File: config.mk
export PLATFORM = sky130hd
export DESIGN_NAME = ivs_frm_rd_addr_gen_flat
export DESIGN_NICKNAME = d
export VERILOG_FILES = /design/src/rtl/ivs_pkg.sv /design/src/rtl/ivs_frm_rd_addr_gen_if.sv /design/src/rtl/ivs_tile_cnt.sv /design/src/rtl/ivs_frm_rd_addr_gen.sv /design/src/flat_wrapper.sv
export SDC_FILE = /design/constraint.sdc
export NUM_CORES = 1
export LEC_CHECK = 0
export CAP_MARGIN = 10
export CORE_ASPECT_RATIO = 0.75
export CORE_UTILIZATION = 45
export CTS_CLUSTER_SIZE = 25
export DETAILED_ROUTE_END_ITERATION = 8
export PLACE_DENSITY = 0.72
export SLEW_MARGIN = 20
export SYNTH_ARGS = -nofsm -noshare
export SYNTH_HDL_FRONTEND = slang
export SYNTH_SLANG_ARGS = --single-unit
File: constraint.sdc
create_clock -name clk -period 13.6 [get_ports clk]
set_input_delay 2.72 -clock clk [delete_from_list [all_inputs] [get_ports clk]]
set_output_delay 2.72 -clock clk [all_outputs]
set_load 0.03 [all_outputs]
File: src/rtl/ivs_pkg.sv
// ============================================================================
// Package  : ivs_pkg
// Purpose  : Shared constants and FSM encoding for the frame read-address path.
// Revision : 1.0 - initial release
// ============================================================================
`default_nettype none

package ivs_pkg;

    localparam int c_BEAT_BYTES = 8;
    localparam int c_FIELD_W    = 16;

    typedef logic [2:0] state_t;

    localparam state_t c_ST_IDLE  = 3'd0;
    localparam state_t c_ST_CHECK = 3'd1;
    localparam state_t c_ST_REQ   = 3'd2;
    localparam state_t c_ST_DONE  = 3'd3;
    localparam state_t c_ST_ERR   = 3'd4;

endpackage

`default_nettype wire

File: src/rtl/ivs_frm_rd_addr_gen_if.sv
// ============================================================================
// Interface : ivs_frm_rd_addr_gen_if
// Purpose   : DMA read-address request channel with tile/frame sideband flags.
// Revision  : 1.0 - initial release
// ============================================================================
`default_nettype none

interface ivs_frm_rd_addr_gen_if #(
    parameter int ADDR_W = 32,
    parameter int LEN_W  = 5
);

    logic              ar_vld;
    logic              ar_rdy;
    logic [ADDR_W-1:0] ar_addr;
    logic [LEN_W-1:0]  ar_len;
    logic              ar_tile_last;
    logic              ar_frm_last;

    modport master (
        output ar_vld, ar_addr, ar_len, ar_tile_last, ar_frm_last,
        input  ar_rdy
    );

    modport slave (
        input  ar_vld, ar_addr, ar_len, ar_tile_last, ar_frm_last,
        output ar_rdy
    );

endinterface

`default_nettype wire

File: src/rtl/ivs_tile_cnt.sv
// ============================================================================
// Module   : ivs_tile_cnt
// Purpose  : Step counter with a last-step flag and the step clipped to limit.
// Revision : 1.0 - initial release
// ============================================================================
`default_nettype none

module ivs_tile_cnt #(
    parameter int W = 16
) (
    input  logic         clk,
    input  logic         rst,
    input  logic         i_load,
    input  logic [W:0]   i_load_val,
    input  logic         i_adv,
    input  logic [W-1:0] i_step,
    input  logic [W-1:0] i_limit,
    output logic [W:0]   o_pos,
    output logic         o_last,
    output logic [W-1:0] o_rem
);

    // The extra top bit keeps pos + step from wrapping for any 16-bit operands.
    logic [W:0] r_pos;
    logic [W:0] w_next;

    always_ff @(posedge clk) begin
        if (rst) begin
            r_pos <= '0;
        end else if (i_load) begin
            r_pos <= i_load_val;
        end else if (i_adv) begin
            r_pos <= w_next;
        end
    end

    assign w_next = r_pos + {1'b0, i_step};
    assign o_pos  = r_pos;
    assign o_last = (w_next >= {1'b0, i_limit});
    assign o_rem  = o_last ? W'({1'b0, i_limit} - r_pos) : i_step;

endmodule

`default_nettype wire

File: src/rtl/ivs_frm_rd_addr_gen.sv
// ============================================================================
// Module   : ivs_frm_rd_addr_gen
// Purpose  : Walks a frame tile by tile, one DMA read request per tile line.
// Revision : 1.0 - initial release
// ============================================================================
`default_nettype none

module ivs_frm_rd_addr_gen
    import ivs_pkg::*;
#(
    parameter int ADDR_W     = 32,
    parameter int BEAT_BYTES = c_BEAT_BYTES,
    parameter int LEN_W      = 5
) (
    input  logic                 clk,
    input  logic                 rst,
    input  logic                 frm_start,
    input  logic [c_FIELD_W-1:0] frm_width,
    input  logic [c_FIELD_W-1:0] frm_height,
    input  logic [c_FIELD_W-1:0] frm_x_step,
    input  logic [c_FIELD_W-1:0] frm_y_step,
    input  logic [c_FIELD_W-1:0] frm_line_stride,
    input  logic [ADDR_W-1:0]    frm_i_base,
    ivs_frm_rd_addr_gen_if.master ar,
    output logic                 busy,
    output logic                 frm_done,
    output logic                 frm_err
);

    localparam logic [c_FIELD_W-1:0] c_MAX_XSTEP = c_FIELD_W'(BEAT_BYTES << LEN_W);

    state_t r_state;
    state_t w_state_nxt;

    logic [c_FIELD_W-1:0] r_width, r_height, r_x_step, r_y_step, r_stride, r_ly;
    logic [ADDR_W-1:0]    r_base, r_row_base, r_line_base;

    logic                 w_accept, w_xfer, w_desc_bad;
    logic                 w_tile_last, w_x_last, w_y_last, w_frm_last;
    logic [c_FIELD_W:0]   w_x_pos, w_y_pos;
    logic [c_FIELD_W-1:0] w_x_rem, w_y_rem;
    logic                 w_unused_y;

    assign w_accept    = (r_state == c_ST_IDLE) && frm_start;
    assign w_xfer      = (r_state == c_ST_REQ) && ar.ar_rdy;
    assign w_tile_last = (({1'b0, r_ly} + 17'd1) == {1'b0, w_y_rem});
    assign w_frm_last  = w_tile_last && w_x_last && w_y_last;

    // Row position is carried by r_row_base; only the flags are needed here.
    assign w_unused_y  = ^w_y_pos;

    assign w_desc_bad = (r_width == '0) || (r_height == '0) ||
                        (r_x_step == '0) || (r_y_step == '0) ||
                        (r_x_step > c_MAX_XSTEP) ||
                        ((r_base % ADDR_W'(BEAT_BYTES)) != '0) ||
                        ((r_stride % c_FIELD_W'(BEAT_BYTES)) != '0) ||
                        ((r_x_step % c_FIELD_W'(BEAT_BYTES)) != '0);

    ivs_tile_cnt #(.W(c_FIELD_W)) u_x_cnt (
        .clk        (clk),
        .rst        (rst),
        .i_load     (w_accept || (w_xfer && w_tile_last && w_x_last)),
        .i_load_val ('0),
        .i_adv      (w_xfer && w_tile_last && !w_x_last),
        .i_step     (r_x_step),
        .i_limit    (r_width),
        .o_pos      (w_x_pos),
        .o_last     (w_x_last),
        .o_rem      (w_x_rem)
    );

    ivs_tile_cnt #(.W(c_FIELD_W)) u_y_cnt (
        .clk        (clk),
        .rst        (rst),
        .i_load     (w_accept),
        .i_load_val ('0),
        .i_adv      (w_xfer && w_tile_last && w_x_last && !w_y_last),
        .i_step     (r_y_step),
        .i_limit    (r_height),
        .o_pos      (w_y_pos),
        .o_last     (w_y_last),
        .o_rem      (w_y_rem)
    );

    // r_line_base tracks base + (y+ly)*stride; a full non-final tile row has
    // exactly y_step lines, so the next row starts one stride past its last line.
    always_ff @(posedge clk) begin
        if (rst) begin
            r_width     <= '0;
            r_height    <= '0;
            r_x_step    <= '0;
            r_y_step    <= '0;
            r_stride    <= '0;
            r_base      <= '0;
            r_row_base  <= '0;
            r_line_base <= '0;
            r_ly        <= '0;
        end else if (w_accept) begin
            r_width     <= frm_width;
            r_height    <= frm_height;
            r_x_step    <= frm_x_step;
            r_y_step    <= frm_y_step;
            r_stride    <= frm_line_stride;
            r_base      <= frm_i_base;
            r_row_base  <= frm_i_base;
            r_line_base <= frm_i_base;
            r_ly        <= '0;
        end else if (w_xfer) begin
            if (!w_tile_last) begin
                r_ly        <= r_ly + 1'b1;
                r_line_base <= r_line_base + ADDR_W'(r_stride);
            end else begin
                r_ly <= '0;
                if (!w_x_last) begin
                    r_line_base <= r_row_base;
                end else if (!w_y_last) begin
                    r_line_base <= r_line_base + ADDR_W'(r_stride);
                    r_row_base  <= r_line_base + ADDR_W'(r_stride);
                end
            end
        end
    end

    always_ff @(posedge clk) begin
        if (rst) begin
            r_state <= c_ST_IDLE;
        end else begin
            r_state <= w_state_nxt;
        end
    end

    always_comb begin
        w_state_nxt = r_state;
        case (r_state)
            c_ST_IDLE:  if (frm_start) w_state_nxt = c_ST_CHECK;
            c_ST_CHECK: w_state_nxt = w_desc_bad ? c_ST_ERR : c_ST_REQ;
            c_ST_REQ:   if (w_xfer && w_frm_last) w_state_nxt = c_ST_DONE;
            c_ST_DONE:  w_state_nxt = c_ST_IDLE;
            c_ST_ERR:   w_state_nxt = c_ST_IDLE;
            default:    w_state_nxt = c_ST_IDLE;
        endcase
    end

    always_comb begin
        busy            = 1'b0;
        frm_done        = 1'b0;
        frm_err         = 1'b0;
        ar.ar_vld       = 1'b0;
        ar.ar_addr      = '0;
        ar.ar_len       = '0;
        ar.ar_tile_last = 1'b0;
        ar.ar_frm_last  = 1'b0;
        case (r_state)
            c_ST_CHECK: busy = 1'b1;
            c_ST_REQ: begin
                busy            = 1'b1;
                ar.ar_vld       = 1'b1;
                ar.ar_addr      = r_line_base + ADDR_W'(w_x_pos);
                ar.ar_len       = LEN_W'((w_x_rem - c_FIELD_W'(1)) / c_FIELD_W'(BEAT_BYTES));
                ar.ar_tile_last = w_tile_last;
                ar.ar_frm_last  = w_frm_last;
            end
            c_ST_DONE: frm_done = 1'b1;
            c_ST_ERR:  frm_err  = 1'b1;
            default: ;
        endcase
    end

endmodule

`default_nettype wire
File: src/flat_wrapper.sv
// flat-port wrapper written by rule: the top's interface ports become plain ports
module ivs_frm_rd_addr_gen_flat import ivs_pkg::*;
#(
    parameter int ADDR_W     = 32,
    parameter int BEAT_BYTES = c_BEAT_BYTES,
    parameter int LEN_W      = 5
)
  (clk, rst, frm_start, frm_width, frm_height, frm_x_step, frm_y_step, frm_line_stride, frm_i_base, busy, frm_done, frm_err, ar_ar_vld, ar_ar_addr, ar_ar_len, ar_ar_tile_last, ar_ar_frm_last, ar_ar_rdy);
  ivs_frm_rd_addr_gen_if #(.ADDR_W(ADDR_W), .LEN_W(LEN_W)) ar_i ();
  input  logic clk;
  input  logic rst;
  input  logic frm_start;
  input  logic [c_FIELD_W-1:0] frm_width;
  input  logic [c_FIELD_W-1:0] frm_height;
  input  logic [c_FIELD_W-1:0] frm_x_step;
  input  logic [c_FIELD_W-1:0] frm_y_step;
  input  logic [c_FIELD_W-1:0] frm_line_stride;
  input  logic [ADDR_W-1:0] frm_i_base;
  output logic busy;
  output logic frm_done;
  output logic frm_err;
  output wire logic [$bits(ar_i.ar_vld)-1:0] ar_ar_vld;
  output wire logic [$bits(ar_i.ar_addr)-1:0] ar_ar_addr;
  output wire logic [$bits(ar_i.ar_len)-1:0] ar_ar_len;
  output wire logic [$bits(ar_i.ar_tile_last)-1:0] ar_ar_tile_last;
  output wire logic [$bits(ar_i.ar_frm_last)-1:0] ar_ar_frm_last;
  input wire logic [$bits(ar_i.ar_rdy)-1:0] ar_ar_rdy;
  assign ar_ar_vld = ar_i.ar_vld;
  assign ar_ar_addr = ar_i.ar_addr;
  assign ar_ar_len = ar_i.ar_len;
  assign ar_ar_tile_last = ar_i.ar_tile_last;
  assign ar_ar_frm_last = ar_i.ar_frm_last;
  assign ar_i.ar_rdy = ar_ar_rdy;
  ivs_frm_rd_addr_gen #(.ADDR_W(ADDR_W), .BEAT_BYTES(BEAT_BYTES), .LEN_W(LEN_W)) u_core (.clk(clk), .rst(rst), .frm_start(frm_start), .frm_width(frm_width), .frm_height(frm_height), .frm_x_step(frm_x_step), .frm_y_step(frm_y_step), .frm_line_stride(frm_line_stride), .frm_i_base(frm_i_base), .ar(ar_i), .busy(busy), .frm_done(frm_done), .frm_err(frm_err));
endmodule
==> impl_metrics.csv, run 1 <==
group,metric,value,unit
critical_path,startpoint_type,"flop",
cts,clk_latency,0.45,ns
route,routed_wl,46910,um
place,post-place-ws,4.718,ns
timing,setup_ws,4.168,ns
synth,synthAdderAreaFrac,11.08,%
critical_path,crit_type,"flop to output pin",
synth,yosys.area_share.xor_xnor,8.541,%
global_routing,grt_overflow,0,
synth,syn-cell-area,0.01463,sq mm
job,drv_cap,0,
floorplanning,die_w,210.2,um
floorplanning,start_util,46.31,%
timing,min_period,9.432,ns
route,avgRoutedWirePerCell,19.08,um
place,place_congestion,0.9443,
place,placed_cell_area,0.01648,sq mm
global_routing,grt_util_all_layers,27.93,%
synth,synth_top_area_share,27.36,%
floorplanning,dieHeight,158.2,um
timing,slew_headroom,25.85,%
critical_path,crit_arrival,6.71,ns
layout,nets,2252,
timing,max_freq,106.0,MHz
cts,cts_hold_buf,0,
layout,antennaDiodeCount,0,
cts,post_cts_buffers,0,
synth,yosysWarnings,0,
power,peakVddDrop,0.06740,mV
synth,yosysTopAreaCell,"dfxtp_1",
layout,drive_above_1_share,4.251,%
hold_path,min_path_type,"flop to flop",
route,viasPerCell,5.833,
timing,hold_viol_final,0,
floorplanning,rows,56,
outcome,status,"finished clean",
place,numPortBuffers,158,
route,drtIter0Drc,1226,
synth,ys_seq_area_share,27.36,%
layout,utilization,54.01,%
timing,setup_viol,0,
route,firstDrtPassIters,5,
synth,synthCells,1917,
floorplanning,io_pins,159,
timing,slew_violations,0,
floorplanning,core-area,0.03160,sq mm
synth,synth_cell_type_count,86,
cts,htreeDepth,4,
floorplanning,die_area,0.03325,sq mm
cts,clockBufferDepth,2,
synth,synth_compound_area_share,20.08,%
layout,mostFrequentLayoutCells,"nand2_1, a21oi_1, dfxtp_1, nor2_1, clkdlybuf4s50_1",
synth,synthesis.nets,2159,
route,num_vias,14338,
cts,clockRootBuffer,"clkbuf_16",
layout,final_common_cell,"nand2_1",
cts,numCtsBuffers,17,
timing,period_share,69.35,%
critical_path,cp.required,10.88,ns
synth,ys_ff_latch,200,
synth,synth_area_leaders,"dfxtp_1, ha_1, nand2_1",
global_routing,antenna_found_initial,0,
layout,final_area,0.01707,sq mm
synth,synthSimpleGateAreaFrac,23.50,%
timing,finalHoldWorstSlack,0.4583,ns
route,drcViolationCount,0,
timing,fin_worst_skew,0.01473,ns
timing,rsz0062_at_grt,"false",
global_routing,grt_pass1_vias,13571,
route,drtAntennaViolNets,0,
cts,cts.sinks,200,
synth,async_flop_share,0,%
synth,syn_avg_cell_area,7.634,sq um
layout,area_growth,16.64,%
cts,cts_tree,"yes",
timing,tns,0,ns
global_routing,grt_max_degree,97,
synth,synth_mux_area_share,4.138,%
critical_path,worstSetupEndpointType,"output pin",
power,p_leak,6.463,nW
synth,synth-edff-count,0,
cts,clk_pin_slew,0.08,ns
critical_path,path_max_fanout,11,
power,p_per_area,95.57,mW/mm^2
synth,synth_top_family_by_area,"simple AND/OR/NAND/NOR gates",
synth,synthFlopType,"dfxtp_1",
timing,tightest_slew,1.112,ns
cts,post_cts_resize_count,0,
place,post-dp-hpwl,35040,um
global_routing,grt_pass1_wl,73040,um
## layer usage
layer	global-route usage, %	part of all wire, %	vias to the layer above
li1	-	-	6945
met3	6.943	8.2	67
met5	0	0	-
met1	38.31	47	6786
met2	43.44	43	540
met4	7.473	1.7	0
## where the power goes
part	leakage [nW]	internal [mW]	switching (mW)	total [mW]
sequential	1.64	0.619	0.0440	0.663
clock	0.278	0.265	0.262	0.528
combinational	4.55	0.185	0.256	0.441
total	6.46	1.07	0.562	1.63
## Yosys cell counts, types with 7 or more instances
| library cell | n |
|---|---|
| o21bai_1 | 15 |
| and2_1 | 14 |
| or3_1 | 14 |
| xor2_1 | 44 |
| clkbuf_1 | 76 |
| o221a_1 | 7 |
| o22ai_1 | 12 |
| xnor2_1 | 93 |
| ha_1 | 120 |
| or2_2 | 11 |
| nor3_1 | 31 |
| a21o_1 | 19 |
| o211ai_1 | 12 |
| nor2b_1 | 15 |
| nand3_1 | 67 |
| a31oi_1 | 15 |
| buf_2 | 16 |
| o21a_1 | 17 |
| a21oi_1 | 203 |
| o21ai_0 | 37 |
| and4_1 | 9 |
| nand2_1 | 314 |
| nor2_1 | 170 |
| mux2_2 | 9 |
| inv_1 | 92 |
| mux2i_1 | 38 |
| mux2_1 | 11 |
| nor4_1 | 23 |
| a311oi_1 | 21 |
| a211oi_1 | 14 |
| a22oi_1 | 7 |
| dfxtp_1 | 200 |
| and3_1 | 20 |
| nand2b_1 | 13 |
| nand4_1 | 23 |
## layout make-up
cell class,instances,area (sq um)
Sequential cell,200,4004
Clock inverter,12,136.4
Multi-Input combinational cell,1525,9893
Clock buffer,20,446.7
Fill cell,2981,14530
Tap cell,435,544.3
Inverter,92,345.3
Timing Repair Buffer,174,1699
## worst max-delay path, cell delays in order (launching register included)
cell and delay (ns):
dfxtp_1 0.41, ha_1 0.26, a21o_1 0.18, a21oi_1 0.23, o21bai_1 0.09, a21oi_1 0.23
nor2b_1 0.07, o21a_1 0.20, o31a_1 0.31, a311oi_1 0.36, xnor2_1 0.19, ha_1 0.28
o21ai_0 0.19, nor2_1 0.07, nor3_1 0.20, o211ai_1 0.17, a221oi_2 0.70, nand2_4 0.24
mux2i_1 0.19, xnor2_1 0.31, and3_1 0.21, nand4_1 0.19, nor4_1 0.26, clkdlybuf4s50_1 0.72
## per-stage QoR
step           cells  power, mW
5_1_grt         2458      1.707
4_1_cts         2458      1.623
3_3_place_gp    2426      1.094
2_1_floorplan   1917     0.9630
6_report        2458      1.631
3_5_place_dp    2426      1.105
## registers in the layout, summed over array words and instances, names as in the netlist, 17 cells and up
name	flops
u_core.r_line_base	32
u_core.u_y_cnt.o_pos	17
u_core.r_row_base	32
u_core.u_x_cnt.o_pos	17
## kinds of logic (layout without fill, tap and decap cells)
logic type	Yosys count	count (layout)
buffers and inverters	192	298
AOI/OAI and AO/OA	453	453
adders and majority gates	126	126
xor gates and xnor gates	139	139
muxes	58	58
and+or+nand+nor	749	749
DFF	200	200
## final timing paths
check                     start               endpoint  slack [ns]  depth (start not counted)
max          u_core.r_y_step[1]         ar_ar_frm_last        4.17                         23
min            u_core.r_base[2]       u_core.r_base[2]        0.46                          2
max reg2reg  u_core.r_y_step[1]  u_core.r_row_base[30]        6.41                         24
min reg2reg    u_core.r_base[2]       u_core.r_base[2]        0.46                          2
Note: power is estimated with default switching activity, not from simulation.
==> run 2, diff against run 1 <==
- clock period: 13.6 -> 9 ns (I/O delays scaled with it)
==> run 2 against run 1 <==
Via count up 0.50%. Worst hold slack about the same. First-iteration DRC count up 21%. Critical path type unchanged. Final cell count about the same. Clock power up 63%. Largest cell class unchanged. Critical path depth unchanged. Largest power group unchanged. Clock skew down 0.0019 ns. Die area unchanged. Global-route usage down 0.15 points. Total power up 55%.
==> impl_metrics.csv, run 2 (synthesized netlist as in run 1, its figures left out) <==
group,metric,value,unit
cts,cts.sinks,200,
route,drtAntennaViolNets,0,
layout,mostFrequentLayoutCells,"nand2_1, a21oi_1, dfxtp_1, nor2_1, clkdlybuf4s50_1",
critical_path,max_stage_delay,0.77,ns
timing,fin_worst_skew,0.01286,ns
power,seq_power_share,39.6,%
cts,post_cts_buffers,0,
critical_path,cp.required,7.20,ns
timing,period_share,94.88,%
floorplanning,die_w,210.2,um
route,num_vias,14410,
route,wl_met2,20330,um
timing,setup_ws,0.4609,ns
power,switching_power,0.8482,mW
floorplanning,dieHeight,158.2,um
power,p_leak,6.504,nW
layout,final_common_cell,"nand2_1",
timing,slew_headroom,24.98,%
place,numPortBuffers,158,
power,power,2.528,mW
route,avgRoutedWirePerCell,18.86,um
route,top_layer,"met4",
timing,max_freq,117.1,MHz
global_routing,grt_pass1_wl,72360,um
cts,post_cts_resize_count,0,
timing,hold_viol_final,0,
route,drtIter0Drc,1478,
place,placed_cell_area,0.01648,sq mm
place,dp_cells,2426,
critical_path,crit_family,"compound AO/OA/AOI/OAI gates",
timing,slew_violations,0,
power,pwr-share-comb,26.3,%
critical_path,startpoint_type,"flop",
timing,tns,0,ns
global_routing,antenna_found_initial,0,
timing,setup_viol,0,
critical_path,path_cells,"ha_1 > a21o_1 > a21oi_1 > o21bai_1 > a21oi_1 > nor2b_1 > o21a_1 > o31a_1 > a311oi_1 > xnor2_1 > ha_1 > nand4_1 > nor4_1 > nor3_1 > o211ai_1 > a221oi_4 > nand2_4 > mux2i_1 > xnor2_1 > and3_1 > nand4_1 > nor4_1 > clkdlybuf4s50_1",
cts,clockBufferDepth,2,
outcome,status,"finished clean",
floorplanning,die_area,0.03325,sq mm
power,clock_power_share,34.1,%
global_routing,grt_overflow,0,
critical_path,slowest_stage,"clkdlybuf4s50_1",
layout,area_growth,17.23,%
power,p_sw_share,33.56,%
global_routing,grt_pass1_vias,13346,
layout,drive_above_1_share,4.447,%
route,firstDrtPassIters,6,
hold_path,min_path_type,"flop to flop",
timing,min_period,8.539,ns
floorplanning,core-area,0.03160,sq mm
cts,cts_hold_buf,0,
cts,cts_tree,"yes",
route,viasPerCell,5.860,
global_routing,grt_max_degree,104,
job,drv_cap,0,
layout,finalNonFillerCells,2459,
route,routed_wl,46380,um
cts,clk_latency,0.46,ns
cts,clockRootBuffer,"clkbuf_16",
power,p_int,1.679,mW
cts,clk_pin_slew,0.08,ns
cts,htreeDepth,4,
timing,rsz0062_at_grt,"false",
critical_path,path_buf_inv,1,
place,post-dp-hpwl,34580,um
layout,antennaDiodeCount,0,
place,post-place-ws,1.024,ns
layout,top_regs,"u_core.r_line_base x32, u_core.r_row_base x32",
global_routing,grt_util_all_layers,27.78,%
critical_path,crit_type,"flop to output pin",
layout,final_area,0.01716,sq mm
place,place_congestion,0.9907,
layout,nets,2253,
floorplanning,start_util,46.31,%
power,p_per_area,147.3,mW/mm^2
critical_path,worstSetupEndpointType,"output pin",
cts,numCtsBuffers,17,
power,peakVddDrop,0.09475,mV
floorplanning,rows,56,
floorplanning,io_pins,159,
route,routed-wl-met3,3392,um
timing,tightest_slew,1.125,ns
route,drcViolationCount,0,
critical_path,crit_arrival,6.74,ns
critical_path,path_max_fanout,11,
route,wl_met1,21840,um
## run 2: per-layer routing
layer / vias to the layer above / track usage, %
li1: 6947 / -
met5: - / 0
met2: 528 / 43.19
met3: 61 / 4.384
met1: 6874 / 39.69
met4: 0 / 7.334
## run 2: final timing paths
| check | from | end | slack, ns | cells after the start |
|---|---|---|---|---|
| min | u_core.r_base[2] | u_core.r_base[2] | 0.46 | 2 |
| max reg2reg | u_core.r_y_step[1] | u_core.r_row_base[16] | 1.75 | 24 |
| min reg2reg | u_core.r_base[2] | u_core.r_base[2] | 0.46 | 2 |
| max | u_core.r_y_step[1] | ar_ar_frm_last | 0.46 | 23 |
## run 2: layout make-up
cell class                 instances  area [sq um]
timing repair buffer             175          1727
inverter                          92         345.3
sequential                       200          4004
fill                            2972         14450
multi-input combinational       1525          9903
tap                              435         544.3
clock inverter                    12         175.2
clock buffer                      20         456.7
## run 2: power by group through the flow
stage	registers, mW	clock network, mW	logic (mW)
after floorplan	0.988	0	0.467
after global placement	1.02	0	0.629
after detailed placement	1.02	0	0.644
after CTS	0.998	0.875	0.650
after global routing	1.01	0.909	0.727
final	1.00	0.863	0.664
## run 2: stage by stage
step / hold slack [ns] / util [%]
6_report: 0.4587 / 54.29
3_5_place_dp: 0.4487 / 52.15
2_1_floorplan: 0.4360 / -
5_1_grt: 0.4835 / 54.29
4_1_cts: 0.4602 / 54.15
3_3_place_gp: 0.4454 / 52.15
## run 2: worst reg2reg max path, cell delays in order (launching register included)
cell	delay, ns
dfxtp_1	0.41
ha_1	0.26
a21o_1	0.18
a21oi_1	0.22
o21bai_1	0.10
a21oi_1	0.25
nor2b_1	0.08
o21a_1	0.19
o31a_1	0.32
a311oi_1	0.34
xnor2_1	0.19
ha_1	0.28
nand4_1	0.15
nor4_1	0.08
nor3_1	0.15
o211ai_1	0.20
a221oi_4	0.52
o211ai_1	0.17
o211ai_1	0.15
mux2i_1	0.49
nor4b_1	0.48
and3_1	0.99
buf_4	0.49
nand2_1	0.12
a311oi_1	0.33
==> run 3, diff against run 2 <==
- clock period: 9 -> 9.5 ns (I/O delays scaled with it)
==> run 3 against run 2 <==
Wire length rose by 1.1%. Sequential power fell by 5%. Utilization fell by 0.21 points. Sequential share of layout area rose by 0.092 points. Global-route usage rose by 0.26 points. Flip-flop and latch count did not move. Largest cell class unchanged.
==> impl_metrics.csv, run 3 (synthesized netlist as in run 1, its figures left out) <==
group,metric,value,unit
outcome,status,"finished clean",
place,post-dp-hpwl,35090,um
timing,hold_viol_final,0,
critical_path,cp.required,7.60,ns
timing,slew_headroom,28.63,%
timing,slew_violations,0,
cts,clk_latency,0.45,ns
layout,antennaDiodeCount,0,
global_routing,grt_pass1_vias,13495,
route,avgRoutedWirePerCell,19.07,um
cts,htreeDepth,4,
layout,drive_above_1_share,4.202,%
layout,finalNonFillerCells,2458,
timing,finalHoldWorstSlack,0.4609,ns
place,dp_cells,2426,
hold_path,min_from,"u_core.r_base[1]",
route,drcViolationCount,0,
power,p_leak,6.477,nW
cts,clk_pin_slew,0.07,ns
timing,fin_worst_skew,0.01565,ns
route,firstDrtPassIters,5,
place,place_congestion,0.9451,
power,peakVddDrop,0.09032,mV
cts,clockRootBuffer,"clkbuf_16",
power,power,2.367,mW
timing,tightest_slew,1.062,ns
cts,cts.sinks,200,
floorplanning,rows,56,
cts,clockBufferDepth,2,
layout,final_common_cell,"nand2_1",
cts,cts_tree,"yes",
global_routing,grt_util_all_layers,28.04,%
timing,period_share,90.16,%
power,switching_power,0.7880,mW
timing,tns,0,ns
floorplanning,die_area,0.03325,sq mm
global_routing,grt_overflow,0,
power,p_per_area,138.5,mW/mm^2
critical_path,crit_start,"u_core.r_y_step[1]",
route,drtAntennaViolNets,0,
floorplanning,io_pins,159,
global_routing,antenna_found_initial,1,
critical_path,crit_arrival,6.67,ns
floorplanning,dieHeight,158.2,um
timing,max_freq,116.7,MHz
cts,post_cts_buffers,0,
route,routed_wl,46870,um
layout,fillers,2998,
critical_path,worstSetupEndpointType,"output pin",
power,pwr-share-comb,26.5,%
layout,nets,2252,
route,num_vias,14403,
power,seq_power_share,40.1,%
cts,cts_hold_buf,0,
critical_path,r2r_start,"u_core.r_y_step[1]",
critical_path,crit_type,"flop to output pin",
place,numPortBuffers,158,
layout,top_regs,"u_core.r_line_base x32, u_core.r_row_base x32",
layout,area_growth,16.77,%
cts,numCtsBuffers,17,
floorplanning,start_util,46.31,%
global_routing,grt_pass1_wl,73220,um
cts,post_cts_resize_count,0,
layout,mostFrequentLayoutCells,"nand2_1, a21oi_1, dfxtp_1, nor2_1, clkdlybuf4s50_1",
critical_path,path_max_fanout,11,
timing,min_period,8.565,ns
hold_path,min_path_type,"flop to flop",
critical_path,startpoint_type,"flop",
floorplanning,die_w,210.2,um
route,drtIter0Drc,1321,
timing,setup_viol,0,
power,clock_power_share,33.4,%
job,drv_cap,0,
route,viasPerCell,5.860,
power,p_int,1.579,mW
global_routing,grt_max_degree,95,
floorplanning,core-area,0.03160,sq mm
timing,rsz0062_at_grt,"false",
power,p_sw_share,33.29,%
-- run 3: changes by cell type in the layout (fill, tap and decap cells not counted), sizes merged --
cell | before | now
inv | 99 | 97
buf | 18 | 17
clkbuf | 20 | 21
clkinv | 1 | 2
-- run 3: worst paths after layout --
| kind | end | slack, ns | cells past startpoint |
|---|---|---|---|
| worst max-delay path | ar_ar_frm_last | 0.93 | 23 |
| worst min-delay path | u_core.r_base[1] | 0.46 | 2 |
| worst max register to register | u_core.r_row_base[30] | 2.42 | 24 |
| worst min register to register | u_core.r_base[1] | 0.46 | 2 |
-- run 3: final cells by class --
class / count / area (sq um) / share of cell area [%]
sequential: 200 / 4004 / 23.43
clock inverter: 11 / 160.2 / 0.9373
clock buffer: 21 / 450.4 / 2.636
inverter: 92 / 345.3 / 2.021
tap: 435 / 544.3 / 3.185
multi-input combinational: 1525 / 9884 / 57.85
timing repair buffer: 174 / 1699 / 9.944
-- run 3: worst max-delay path, stage by stage (launching register included) --
cell             delay (ns)
dfxtp_1                0.41
ha_1                   0.26
a21o_1                 0.18
a21oi_1                0.22
o21bai_1               0.09
a21oi_1                0.26
nor2b_1                0.08
o21a_1                 0.19
o31a_1                 0.31
a311oi_1               0.35
xnor2_1                0.19
ha_1                   0.27
o21ai_0                0.16
nor2_1                 0.06
nor3_1                 0.19
o211ai_1               0.19
a221oi_2               0.71
nand2_4                0.23
mux2i_1                0.19
xnor2_1                0.28
and3_1                 0.20
nand4_1                0.20
nor4_1                 0.27
clkdlybuf4s50_1        0.73
-- run 3: power by group through the flow --
stage | sequential [mW] | clock (mW) | combinational (mW)
3_5_place_dp | 0.966 | 0 | 0.614
2_1_floorplan | 0.936 | 0 | 0.442
3_3_place_gp | 0.965 | 0 | 0.601
5_1_grt | 0.955 | 0.837 | 0.687
6_report | 0.949 | 0.791 | 0.627
4_1_cts | 0.947 | 0.798 | 0.618
-- run 3: layer usage --
metal	wire length [um]	share of wire (%)	up-vias	GRT usage, %
li1	-	-	6948	-
met1	22140	47	6889	39.45
met2	20660	44	525	44.06
met3	3559	7.6	39	5.634
met4	491	1.0	2	6.048
met5	12	0.026	-	0
-- run 3: per-stage QoR --
stage	setup slack [ns]	cell area, sq um	util, %
floorplan	2.331	14630	-
global placement	1.587	16480	52.14
detailed placement	1.520	16480	52.14
CTS	0.9895	17090	54.07
global route	0.3911	17090	54.07
finish	0.9346	17090	54.07
